## src/rtl/alu_share_arbiter.sv

```systemverilog
`default_nettype none
// ============================================================================
// Module  : alu_share_arbiter
// Brief   : Round-robin share of one external combinational ALU between two
//           valid/ready requesters, with a captured, held response per op.
// Revision: 1.0 - initial release
// ============================================================================
module alu_share_arbiter #(
  parameter int N     = 32,
  parameter int CNT_W = 16
) (
  input  logic             clk,
  input  logic             reset,
  input  logic             req0_valid,
  output logic             req0_ready,
  input  logic [N-1:0]     req0_a,
  input  logic [N-1:0]     req0_b,
  input  logic [3:0]       req0_ctrl,
  input  logic             req1_valid,
  output logic             req1_ready,
  input  logic [N-1:0]     req1_a,
  input  logic [N-1:0]     req1_b,
  input  logic [3:0]       req1_ctrl,
  output logic [1:0]       rsp_valid,
  input  logic [1:0]       rsp_ready,
  output logic [N-1:0]     rsp_result,
  output logic [3:0]       rsp_flags,
  output logic [N-1:0]     alu_a,
  output logic [N-1:0]     alu_b,
  output logic [3:0]       alu_ctrl,
  input  logic [N-1:0]     alu_result,
  input  logic [3:0]       alu_flags,
  output logic [CNT_W-1:0] ops_done
);

  localparam logic [1:0] S_IDLE = 2'd0;
  localparam logic [1:0] S_EXEC = 2'd1;
  localparam logic [1:0] S_RESP = 2'd2;

  logic [1:0]       r_state;
  logic [1:0]       w_next;
  logic             r_rr_last;
  logic             r_owner;
  logic [N-1:0]     r_alu_a;
  logic [N-1:0]     r_alu_b;
  logic [3:0]       r_alu_ctrl;
  logic [N-1:0]     r_rsp_result;
  logic [3:0]       r_rsp_flags;
  logic [CNT_W-1:0] r_ops_done;
  logic             w_gnt0;
  logic             w_gnt1;
  logic             w_accept;
  logic             w_rsp_take;

  // Only the owner's ready bit can retire a response.
  assign w_accept   = w_gnt0 | w_gnt1;
  assign w_rsp_take = (r_state == S_RESP) && rsp_ready[r_owner];

  always_ff @(posedge clk or posedge reset) begin
    if (reset) begin
      r_state <= S_IDLE;
    end else begin
      r_state <= w_next;
    end
  end

  always_comb begin
    w_next = r_state;
    case (r_state)
      S_IDLE:  if (w_accept)   w_next = S_EXEC;
      S_EXEC:                  w_next = S_RESP;
      S_RESP:  if (w_rsp_take) w_next = S_IDLE;
      default:                 w_next = S_IDLE;
    endcase
  end

  // Contended grant goes to the port that was not served last.
  always_comb begin
    w_gnt0    = 1'b0;
    w_gnt1    = 1'b0;
    rsp_valid = 2'b00;
    if (r_state == S_IDLE) begin
      if (req0_valid && req1_valid) begin
        w_gnt0 = r_rr_last;
        w_gnt1 = ~r_rr_last;
      end else begin
        w_gnt0 = req0_valid;
        w_gnt1 = req1_valid;
      end
    end
    if (r_state == S_RESP) begin
      rsp_valid = r_owner ? 2'b10 : 2'b01;
    end
  end

  assign req0_ready = w_gnt0;
  assign req1_ready = w_gnt1;

  always_ff @(posedge clk or posedge reset) begin
    if (reset) begin
      r_rr_last    <= 1'b1;
      r_owner      <= 1'b0;
      r_alu_a      <= '0;
      r_alu_b      <= '0;
      r_alu_ctrl   <= '0;
      r_rsp_result <= '0;
      r_rsp_flags  <= '0;
      r_ops_done   <= '0;
    end else begin
      if (w_accept) begin
        r_alu_a    <= w_gnt1 ? req1_a    : req0_a;
        r_alu_b    <= w_gnt1 ? req1_b    : req0_b;
        r_alu_ctrl <= w_gnt1 ? req1_ctrl : req0_ctrl;
        r_owner    <= w_gnt1;
        r_rr_last  <= w_gnt1;
      end
      if (r_state == S_EXEC) begin
        r_rsp_result <= alu_result;
        r_rsp_flags  <= alu_flags;
      end
      if (w_rsp_take) begin
        r_ops_done <= r_ops_done + 1'b1;
      end
    end
  end

  assign alu_a      = r_alu_a;
  assign alu_b      = r_alu_b;
  assign alu_ctrl   = r_alu_ctrl;
  assign rsp_result = r_rsp_result;
  assign rsp_flags  = r_rsp_flags;
  assign ops_done   = r_ops_done;

endmodule
`default_nettype wire
```

## config.mk

```make
export PLATFORM = sky130hd
export DESIGN_NAME = alu_share_arbiter
export DESIGN_NICKNAME = d
export VERILOG_FILES = /design/src/rtl/alu_share_arbiter.sv
export SDC_FILE = /design/constraint.sdc
export NUM_CORES = 1
export LEC_CHECK = 0
export CELL_PAD_IN_SITES_DETAIL_PLACEMENT = 1
export CELL_PAD_IN_SITES_GLOBAL_PLACEMENT = 1
export CORE_ASPECT_RATIO = 0.9
export CORE_MARGIN = 5
export CORE_UTILIZATION = 30
export CTS_BUF_LIST = sky130_fd_sc_hd__clkbuf_4 sky130_fd_sc_hd__clkbuf_8
export DETAILED_ROUTE_END_ITERATION = 7
export PLACE_DENSITY_LB_ADDON = 0.1
export REMOVE_ABC_BUFFERS = 1
export SLEW_MARGIN = 20
export SYNTH_ARGS = -nofsm -noshare
export SYNTH_HDL_FRONTEND = slang
export SYNTH_SLANG_ARGS = --single-unit
export TNS_END_PERCENT = 20
```

## constraint.sdc

```tcl
create_clock -name clk -period 6.99 [get_ports clk]
set_clock_uncertainty 0.05 [all_clocks]
set_input_delay 1.398 -clock clk [delete_from_list [all_inputs] [get_ports clk]]
set_output_delay 1.398 -clock clk [all_outputs]
set_load 0.02 [all_outputs]
```

## Yosys cells after proc, flatten, opt, wreduce, memory -nomap -nowiden

Index checks and enable logic that the tools add are counted.

- Add/subtract/negate cells: 1
- Order comparisons: 1
- Eq/ne operators: 4
- Muxes and demuxes: 14
- Bitwise operators: 2
- Reductions and logical operators: 4

Operators with widths:

| operator | count |
|---|---|
| $mux W32 | 2 |
| $add A16 B1 Y16 const B | 1 |
| $mux W2 | 4 |
| $mux W1 | 6 |
| $pmux W2 S3 | 1 |
| $mux W4 | 1 |
| $ne A2 B2 Y1 const B | 2 |
| $eq A2 B1 Y1 const B | 1 |
| $eq A2 B2 Y1 const B | 1 |
| $logic_and A1 B1 Y1 | 2 |
| $logic_not A2 Y1 | 1 |
| $lt A1 B2 Y1 const B | 1 |
| $reduce_and A2 Y1 | 1 |
| $not A1 Y1 | 1 |
| $or A1 B1 Y1 | 1 |

- Register bits: 124
- Input port bits: 178

## Longest topological paths before layout

Gate-level depths: netlist of run 1.

- Depth after elaboration: 6
- Mapped depth: 7
- Gate-level depth less buffers: 5

## Worst setup path before layout of run 1

OpenSTA, ideal clock, no wires.

- Kind: input to output
- Start point: in req0_valid
- End point: out req1_ready
- Arrival time: 2.112 ns
- Slack: 3.430 ns
- Cell stages on the path: 4
- Path through: nand2_1 and3_1 buf_2 clkbuf_1

- Longest elaborated chain between the ends: 3

Ends and longest elaborated chain:

| element | line | source |
|---|---|---|
| start, declared | 14 | `input logic req0_valid,` |
| $logic_and A1 B1 Y1 | 83 | `if (req0_valid && req1_valid) begin` |
| $mux W1 | 83 |  |
| $mux W1 | 82 | `if (r_state == S_IDLE) begin` |
| end, declared | 20 | `output logic req1_ready,` |

No other way between the ends.

## Final worst setup path of run 1

- Start point: in req1_valid
- End point: out req0_ready

- Longest elaborated chain between the ends: 3

Ends and longest elaborated chain:

| element | line | source |
|---|---|---|
| start, declared | 19 | `input logic req1_valid,` |
| $logic_and A1 B1 Y1 | 83 |  |
| $mux W1 | 83 |  |
| $mux W1 | 82 |  |
| end, declared | 15 | `output logic req0_ready,` |

No other way between the ends.

==> impl_metrics.tcl, run 1 <==
set metrics [dict create \
    status "completed" \
    timing.rr.end "alu_b[17]" \
    routed_wl_microns 18500 \
    cts_root_buf "clkbuf_8" \
    grt_max_degree 78 \
    cp_data_required_time_ns 5.54 \
    fin_hold_ws_ns 0.424 \
    htreeDepth 4 \
    clkTransAtPathRegs_ns 0.07 \
    relSlewSlack 0.505 \
    io_buffers 301 \
    routedWlPerCell_microns 19.0 \
    fin_crit_sh 0.713 \
    syn_to_final_growth_pct 71.6 \
    die_x_microns 147 \
    hold_class "reg2reg" \
    place.detailed.hpwl_microns 14100 \
    arrival_ns 3.54 \
    drive_gt1_frac 0.111 \
    dr.pass1.iters 4 \
    globalplace.congestion 0.747 \
    hold_viol 0 \
    grt_pass1_wl_microns 28300 \
    viasPerCell 4.75 \
    grt_pass1_vias 5083 \
    end_kind "output port" \
    dieArea_sq_um 19700 \
    path_cells "clkdlybuf4s50_1, nand2b_1, nand3_1, inv_2, buf_4, clkdlybuf4s50_1" \
    rsz0062_at_grt "false" \
    cts_buffer_depth 2 \
    period_needed_ns 4.98 \
    core-area_sq_um 16800 \
    initial_core_util 0.304 \
    synth-seq-cells 124 \
    vias 4632 \
    worstSkewPairLatency_ns 0.44 \
    critPathKind "in2out" \
    ir_drop_uv 139 \
    ys_types 30 \
    worstHoldPathCells 2 \
    ioPinCount 302 \
    crit_top_cell "clkdlybuf4s50_1" \
    maxCapViolCount 0 \
    slowest_stage "clkdlybuf4s50_1" \
    cts_setup_buffers 0 \
    fin_nets 931 \
    whs_endpoint "alu_b[7]" \
    path_max_fanout 69 \
    remaining_drc_errors 0 \
    tns_ns 0 \
    slew_viol_final 0 \
    p_leak_nw 3.82 \
    critPathLaunchType "input pin" \
    die_h_microns 134 \
    min-delay-start "alu_b[7]" \
    hold_buffers 0 \
    netlist_area_sq_um 5100 \
    grtUsageTotal 0.187 \
    instances_no_fill 976 \
    setup_viol 0 \
    dp_cells 944 \
    antenna_found_initial 0 \
    num_rows 45 \
    rr_worst_depth 5 \
    worstReg2RegStart "r_state[1]" \
    ant_nets 0 \
    slowest_delay_ns 0.74 \
    cts_sinks 124 \
    tightest_slew_ns 0.743 \
    post_cts_resized 0 \
    num_antenna_cells 0 \
    seq_area_frac_synth 0.609 \
    p_per_area_nw_per_um2 445 \
    grt_remaining_overflow 0 \
    ys_warn_count 0 \
    r2r_slack_ns 4.90 \
    cts_buffers 17 \
    synth_cells 454 \
    avgSynthCellArea_sq_um 11.2 \
    drtIter0Drc 160 \
    cts_tree "done" \
    filler_cell_count 1786 \
    postLayoutSetupSlackWorst_ns 2.01 \
    fmax_mhz 201 \
    pre_cts_ws_ns 1.99 \
]
==> per-layer routing <==
layer	vias up	track usage	share of wire
met5	-	0	0
met4	0	0.0575	0.018
met3	22	0.0905	0.10
met2	198	0.316	0.49
met1	2252	0.211	0.39
li1	2160	-	-
==> through the flow <==
stage | utilization | power (mW) | area, sq um
floorplan | - | 2.22 | 4990
global placement | 0.496 | 3.19 | 8320
detailed placement | 0.496 | 3.25 | 8320
CTS | 0.521 | 3.95 | 8740
global route | 0.521 | 4.13 | 8750
finish | 0.521 | 3.89 | 8750
==> synthesized netlist by cell type <==
| cell | count | area [sq um] |
|---|---|---|
| xnor2_1 | 11 | 96.3 |
| nor4_1 | 1 | 6.26 |
| nor3_1 | 1 | 5.00 |
| o21ai_0 | 1 | 5.00 |
| and4_1 | 1 | 8.76 |
| inv_2 | 1 | 3.75 |
| a21o_2 | 1 | 8.76 |
| nor4_4 | 2 | 42.5 |
| o21ai_1 | 1 | 5.00 |
| mux2i_4 | 1 | 22.5 |
| a22oi_1 | 68 | 510 |
| mux2_2 | 37 | 417 |
| nand3_1 | 10 | 50.1 |
| nand2_1 | 142 | 533 |
| or2b_1 | 1 | 7.51 |
| dfstp_2 | 1 | 26.3 |
| nand2b_1 | 2 | 12.5 |
| nor4_2 | 2 | 25.0 |
| clkbuf_1 | 17 | 63.8 |
| and3_1 | 3 | 18.8 |
| inv_1 | 4 | 15.0 |
| nand4_1 | 2 | 12.5 |
| buf_2 | 9 | 45.0 |
| nor2_1 | 4 | 15.0 |
| a21o_1 | 1 | 7.51 |
| xor2_1 | 4 | 35.0 |
| and2_1 | 1 | 6.26 |
| ha_1 | 1 | 12.5 |
| dfrtp_1 | 123 | 3080 |
| buf_1 | 1 | 3.75 |
==> logic make-up after synthesis <==
| kind of cell | count (synthesis) | share of synthesized area |
|---|---|---|
| flip-flops | 124 | 0.609 |
| multiplexers | 38 | 0.0861 |
| buffers and inverters | 32 | 0.0258 |
| AND/OR/NAND/NOR | 172 | 0.146 |
| adder cells (fa/ha/maj) | 1 | 0.00245 |
| XOR/XNOR | 15 | 0.0258 |
| AO/OA/AOI/OAI | 72 | 0.105 |
==> state kept, by name, indices dropped and copies added (netlist names) <==
name,cells
alu_a,32
alu_b,32
alu_ctrl,4
ops_done,16
r_owner,1
r_rr_last,1
r_state,2
rsp_flags,4
rsp_result,32
==> critical path: cells and delay by family <==
kind / cells / cell delay, ns
buf+inv: 4 / 1.85
simple gates: 2 / 0.25
==> how the worst max path moves through the flow <==
stage / from / endpoint / cells after the start
2_1_floorplan: reset / alu_a[0] / 1
5_1_grt: req1_valid / req0_ready / 6
4_1_cts: req1_valid / req0_ready / 6
3_3_place_gp: req1_valid / req0_ready / 6
6_report: req1_valid / req0_ready / 6
3_5_place_dp: req1_valid / req0_ready / 6
==> cell usage in the layout (no fill, tap or decap) <==
master,n
nand2b_1,2
a22oi_1,68
nor4_1,1
ha_1,1
a21o_2,1
or2b_1,1
and3_2,1
o21ai_0,1
nor4_2,2
nand2_1,142
a21o_1,1
inv_1,3
xor2_1,4
dfstp_2,1
inv_6,1
nand3_1,10
nand4_1,2
xnor2_1,11
mux2i_4,1
clkbuf_4,4
buf_4,5
nor3_1,1
clkbuf_8,21
and2_1,1
and3_1,2
clkdlybuf4s50_1,301
mux2_2,37
bufinv_16,3
inv_2,1
clkinv_2,4
o21ai_4,1
dfrtp_1,123
nor2_1,4
nor4_4,2
and4_1,1
==> report_power, final <==
part	leakage, nW	internal, mW	switching, mW
clock	0.227	0.405	0.277
sequential	1.52	1.05	0.195
combinational	2.08	0.920	1.04
==> cell type report <==
type	count	area, sq um	area share
Sequential cell	124	3100	0.355
Timing Repair Buffer	306	3050	0.349
Multi-Input combinational cell	298	1880	0.214
Clock buffer	25	319	0.0365
Tap cell	211	264	0.0302
Clock inverter	7	110	0.0126
Inverter	5	23.8	0.00272
Power figures use the tool's default switching activity.
==> inputs of run 2 (changes only) <==
- CORE_UTILIZATION: 30 -> 25
- clock period: 6.99 -> 4.25 ns (I/O delays scaled with it)
==> impl_metrics.tcl, run 2 (synthesis gave the netlist of run 1 again) <==
set metrics [dict create \
    status "completed" \
    final_common_cell "clkdlybuf4s50_1" \
    cp_data_required_time_ns 3.35 \
    remaining_drc_errors 0 \
    p_per_area_nw_per_um2 711 \
    ir_drop_uv 221 \
    worstReg2RegStart "r_state[0]" \
    cts_root_buf "clkbuf_8" \
    htreeDepth 4 \
    rr_worst_depth 6 \
    ioPinCount 302 \
    grt_pass1_vias 5231 \
    path_max_fanout 3 \
    ant_nets 0 \
    fin_hold_ws_ns 0.426 \
    mostFrequentLayoutCells "301 x clkdlybuf4s50_1, 142 x nand2_1, 123 x dfrtp_1, 68 x a22oi_1, 37 x mux2_2" \
    num_antenna_cells 0 \
    fin_nets 931 \
    dr.pass1.iters 4 \
    whs_endpoint "alu_a[15]" \
    cts_buffers 17 \
    r2r_slack_ns 2.19 \
    hold_buffers 0 \
    dieArea_sq_um 23400 \
    grtUsageTotal 0.161 \
    worstSkewPairLatency_ns 0.43 \
    clkTransAtPathRegs_ns 0.08 \
    period_needed_ns 3.29 \
    regArea_sq_um 3100 \
    end_kind "output port" \
    setup_viol 0 \
    tightest_slew_ns 0.917 \
    drive_gt1_frac 0.110 \
    fmax_mhz 304 \
    maxCapViolCount 0 \
    cts_sinks 124 \
    critPathLaunchType "input pin" \
    fin_crit_sh 0.774 \
    cts_setup_buffers 0 \
    grt_pass1_wl_microns 29600 \
    io_buffers 301 \
    globalplace.congestion 0.761 \
    p_leak_nw 3.77 \
    hold_class "reg2reg" \
    hold_viol 0 \
    min-delay-start "alu_a[15]" \
    antenna_found_initial 1 \
    postLayoutSetupSlackWorst_ns 0.962 \
    post_cts_resized 0 \
    die_x_microns 161 \
    num_rows 49 \
    relSlewSlack 0.389 \
    slew_viol_final 0 \
    place.detailed.hpwl_microns 14400 \
    multi_input_area_sq_um 1880 \
    rsz0062_at_grt "false" \
    cts_tree "done" \
    grt_remaining_overflow 0 \
    viasPerCell 4.47 \
    tns_ns 0 \
    grt_max_degree 71 \
    arrival_ns 2.39 \
    timing.rr.end "alu_ctrl[2]" \
    filler_cell_count 2174 \
    die_h_microns 145 \
    crit_start "req1_valid" \
    vias 4546 \
    critPathKind "in2out" \
    routedWlPerCell_microns 18.4 \
    syn_to_final_growth_pct 71.5 \
    initial_core_util 0.254 \
    drtIter0Drc 132 \
    worstHoldPathCells 2 \
    core-area_sq_um 20000 \
    routed_wl_microns 18700 \
    cts_buffer_depth 2 \
    pre_cts_ws_ns 0.932 \
]
## run 2: cell types whose count changed in the layout (fill, tap and decap cells not counted), moves of 2 or more
cell,before,now
clkbuf_8,21,17
clkinv_4,0,2
clkinvlp_4,0,4
clkbuf_4,4,1
buf_4,5,3
buf_12,0,2
bufinv_16,3,1
## run 2: worst max-delay path, stage by stage
cell,delay [ns]
clkdlybuf4s50_1,0.48
nand2b_1,0.11
nand3_1,0.14
inv_2,0.10
clkdlybuf4s50_1,0.70
## run 2: area by class of cell
| type | instances | area share |
|---|---|---|
| flip-flops and latches | 124 | 0.355 |
| repair buffers | 306 | 0.352 |
| multi-input cells | 298 | 0.215 |
| well taps | 255 | 0.0365 |
| clock buffers | 18 | 0.0276 |
| clock inverters | 12 | 0.0117 |
| inverters | 5 | 0.00243 |
## run 2: how the worst max path moves through the flow
stage	to	slack, ns	cells after the start
after floorplan	alu_a[0]	0.05	1
after global placement	req0_ready	0.93	5
after detailed placement	req0_ready	0.93	5
after CTS	req0_ready	0.92	5
after global routing	req0_ready	0.85	5
final	req0_ready	0.96	5
## run 2: metal layers
| metal | share of wire | track usage | vias to the layer above |
|---|---|---|---|
| met2 | 0.48 | 0.262 | 203 |
| met1 | 0.41 | 0.195 | 2166 |
| met5 | 0.00070 | 0 | - |
| met4 | 0.014 | 0.0434 | 2 |
| met3 | 0.10 | 0.0700 | 20 |
| li1 | - | - | 2155 |
## run 2: report_power, final
| group | switching, mW | total [mW] | internal (mW) |
|---|---|---|---|
| sequential | 0.327 | 2.05 | 1.73 |
| combinational | 1.70 | 3.23 | 1.53 |
| clock | 0.476 | 0.933 | 0.457 |
| total | 2.50 | 6.22 | 3.71 |
## run 2: through the flow
step | util | power (mW) | instance area (sq um) | cells
floorplan | - | 3.66 | 4990 | 427
global placement | 0.419 | 5.29 | 8400 | 988
detailed placement | 0.419 | 5.38 | 8400 | 988
CTS | 0.436 | 6.36 | 8740 | 1018
global route | 0.436 | 6.66 | 8740 | 1018
finish | 0.436 | 6.22 | 8740 | 1018
==> inputs of run 3 (changes only) <==
- CORE_UTILIZATION: 25 -> 28
- clock period: 4.25 -> 3.4 ns (I/O delays scaled with it)
==> impl_metrics.tcl, run 3 (synthesis gave the netlist of run 1 again) <==
set metrics [dict create \
    cp_data_required_time_ns 2.67 \
    arrival_ns 2.20 \
    comb_power_share 0.513 \
    grt_pass1_vias 5354 \
    whs_endpoint "alu_a[17]" \
    critPathLaunchType "input pin" \
    ant_nets 0 \
    timing.rr.end "alu_a[24]" \
    ir_drop_uv 333 \
    htreeDepth 4 \
    setup_viol 0 \
    hold_buffers 0 \
    intPower_mw 4.77 \
    fin_nets 931 \
    routedWlPerCell_microns 19.1 \
    antenna_found_initial 3 \
    worstSkewPairLatency_ns 0.43 \
    drtIter0Drc 153 \
    p_per_area_nw_per_um2 899 \
    rsz0062_at_grt "false" \
    critPathKind "in2out" \
    mostFrequentLayoutCells "301 x clkdlybuf4s50_1, 142 x nand2_1, 123 x dfrtp_1, 68 x a22oi_1, 37 x mux2_2" \
    place.detailed.hpwl_microns 14800 \
    hold_class "reg2reg" \
    num_rows 46 \
    cts_buffers 17 \
    maxCapViolCount 0 \
    grtUsageTotal 0.184 \
    ioPinCount 302 \
    r2r_slack_ns 1.22 \
    remaining_drc_errors 0 \
    cts_tree "done" \
    end_kind "output port" \
    filler_cell_count 1898 \
    min-delay-start "alu_a[17]" \
    grt_max_degree 71 \
    dr.pass1.iters 4 \
    hold_viol 0 \
    cts_root_buf "clkbuf_8" \
    tns_ns 0 \
    core-area_sq_um 17800 \
    fin_hold_ws_ns 0.426 \
    initial_core_util 0.287 \
    status "completed" \
    io_buffers 301 \
    dieArea_sq_um 21000 \
    p_clk_frac 0.163 \
    worstHoldPathCells 2 \
    final_common_cell "clkdlybuf4s50_1" \
    relSlewSlack 0.394 \
    sequentialPowerShare 0.324 \
    p_sw_frac 0.396 \
    worstReg2RegStart "r_state[1]" \
    cts_sinks 124 \
    clkTransAtPathRegs_ns 0.07 \
    cts_setup_buffers 0 \
    period_needed_ns 2.93 \
    tightest_slew_ns 0.908 \
    fin_crit_sh 0.861 \
    globalplace.congestion 0.784 \
    path_max_fanout 3 \
    p_sw_mw 3.13 \
    drive_gt1_frac 0.112 \
    viasPerCell 4.60 \
    grt_pass1_wl_microns 30400 \
    p_leak_nw 3.80 \
    routed_wl_microns 19200 \
    vias 4629 \
    die_h_microns 138 \
    slew_viol_final 0 \
    post_cts_resized 0 \
    rr_worst_depth 6 \
    syn_to_final_growth_pct 72.2 \
    p_total_mw 7.89 \
    grt_remaining_overflow 0 \
    die_x_microns 152 \
    fmax_mhz 342 \
    cts_buffer_depth 2 \
]
run 3: cell types whose count changed in the layout (fill, tap and decap cells not counted):
cell	delta
clkinv_4	-1
clkbuf_4	+1
clkbuf_8	+2
diode_2	+2
clkinv_2	-1
bufinv_16	+1
run 3: metal layers:
| metal | GRT usage | wire, microns |
|---|---|---|
| met1 | 0.202 | 7370 |
| met2 | 0.309 | 9480 |
| met3 | 0.0983 | 2120 |
| met4 | 0.0558 | 242 |
| met5 | 0 | 20 |
run 3: area by class of cell:
| class | count | area [sq um] | share of cell area |
|---|---|---|---|
| diodes | 2 | 5.00 | 0.000570 |
| clock buffers | 21 | 277 | 0.0315 |
| clock inverters | 11 | 119 | 0.0135 |
| inverters | 5 | 21.3 | 0.00242 |
| multi-input cells | 298 | 1880 | 0.214 |
| flip-flops and latches | 124 | 3100 | 0.354 |
| well taps | 240 | 300 | 0.0342 |
| repair buffers | 306 | 3080 | 0.350 |
run 3: critical path, stage by stage:
cell and delay, ns:
clkdlybuf4s50_1 0.48, nand2b_1 0.11, nand3_1 0.14, inv_2 0.11, clkdlybuf4s50_1 0.68
run 3: worst max path at each step:
stage | start | endpoint | slack, ns
floorplan | reset | alu_a[0] | -0.63
detailed placement | req1_valid | req0_ready | 0.48
CTS | r_state[1] | req0_ready | 0.45
global route | r_state[1] | req0_ready | 0.38
finish | req1_valid | req0_ready | 0.47
global placement | req1_valid | req0_ready | 0.50
run 3: power by group through the flow:
| stage | sequential [mW] | combinational, mW | clock (mW) |
|---|---|---|---|
| 2_1_floorplan | 3.33 | 1.24 | 0 |
| 3_3_place_gp | 2.54 | 4.06 | 0 |
| 3_5_place_dp | 2.59 | 4.12 | 0 |
| 4_1_cts | 2.57 | 4.14 | 1.34 |
| 5_1_grt | 2.65 | 4.34 | 1.41 |
| 6_report | 2.56 | 4.05 | 1.28 |
run 3: stage by stage:
stage          cell area [sq um]  worst slack [ns]  instances   util
2_1_floorplan               4990            -0.628        427      -
4_1_cts                     8770             0.451       1005  0.493
3_3_place_gp                8380             0.500        973  0.471
6_report                    8780             0.472       1007  0.494
3_5_place_dp                8380             0.476        973  0.471
5_1_grt                     8780             0.381       1007  0.494
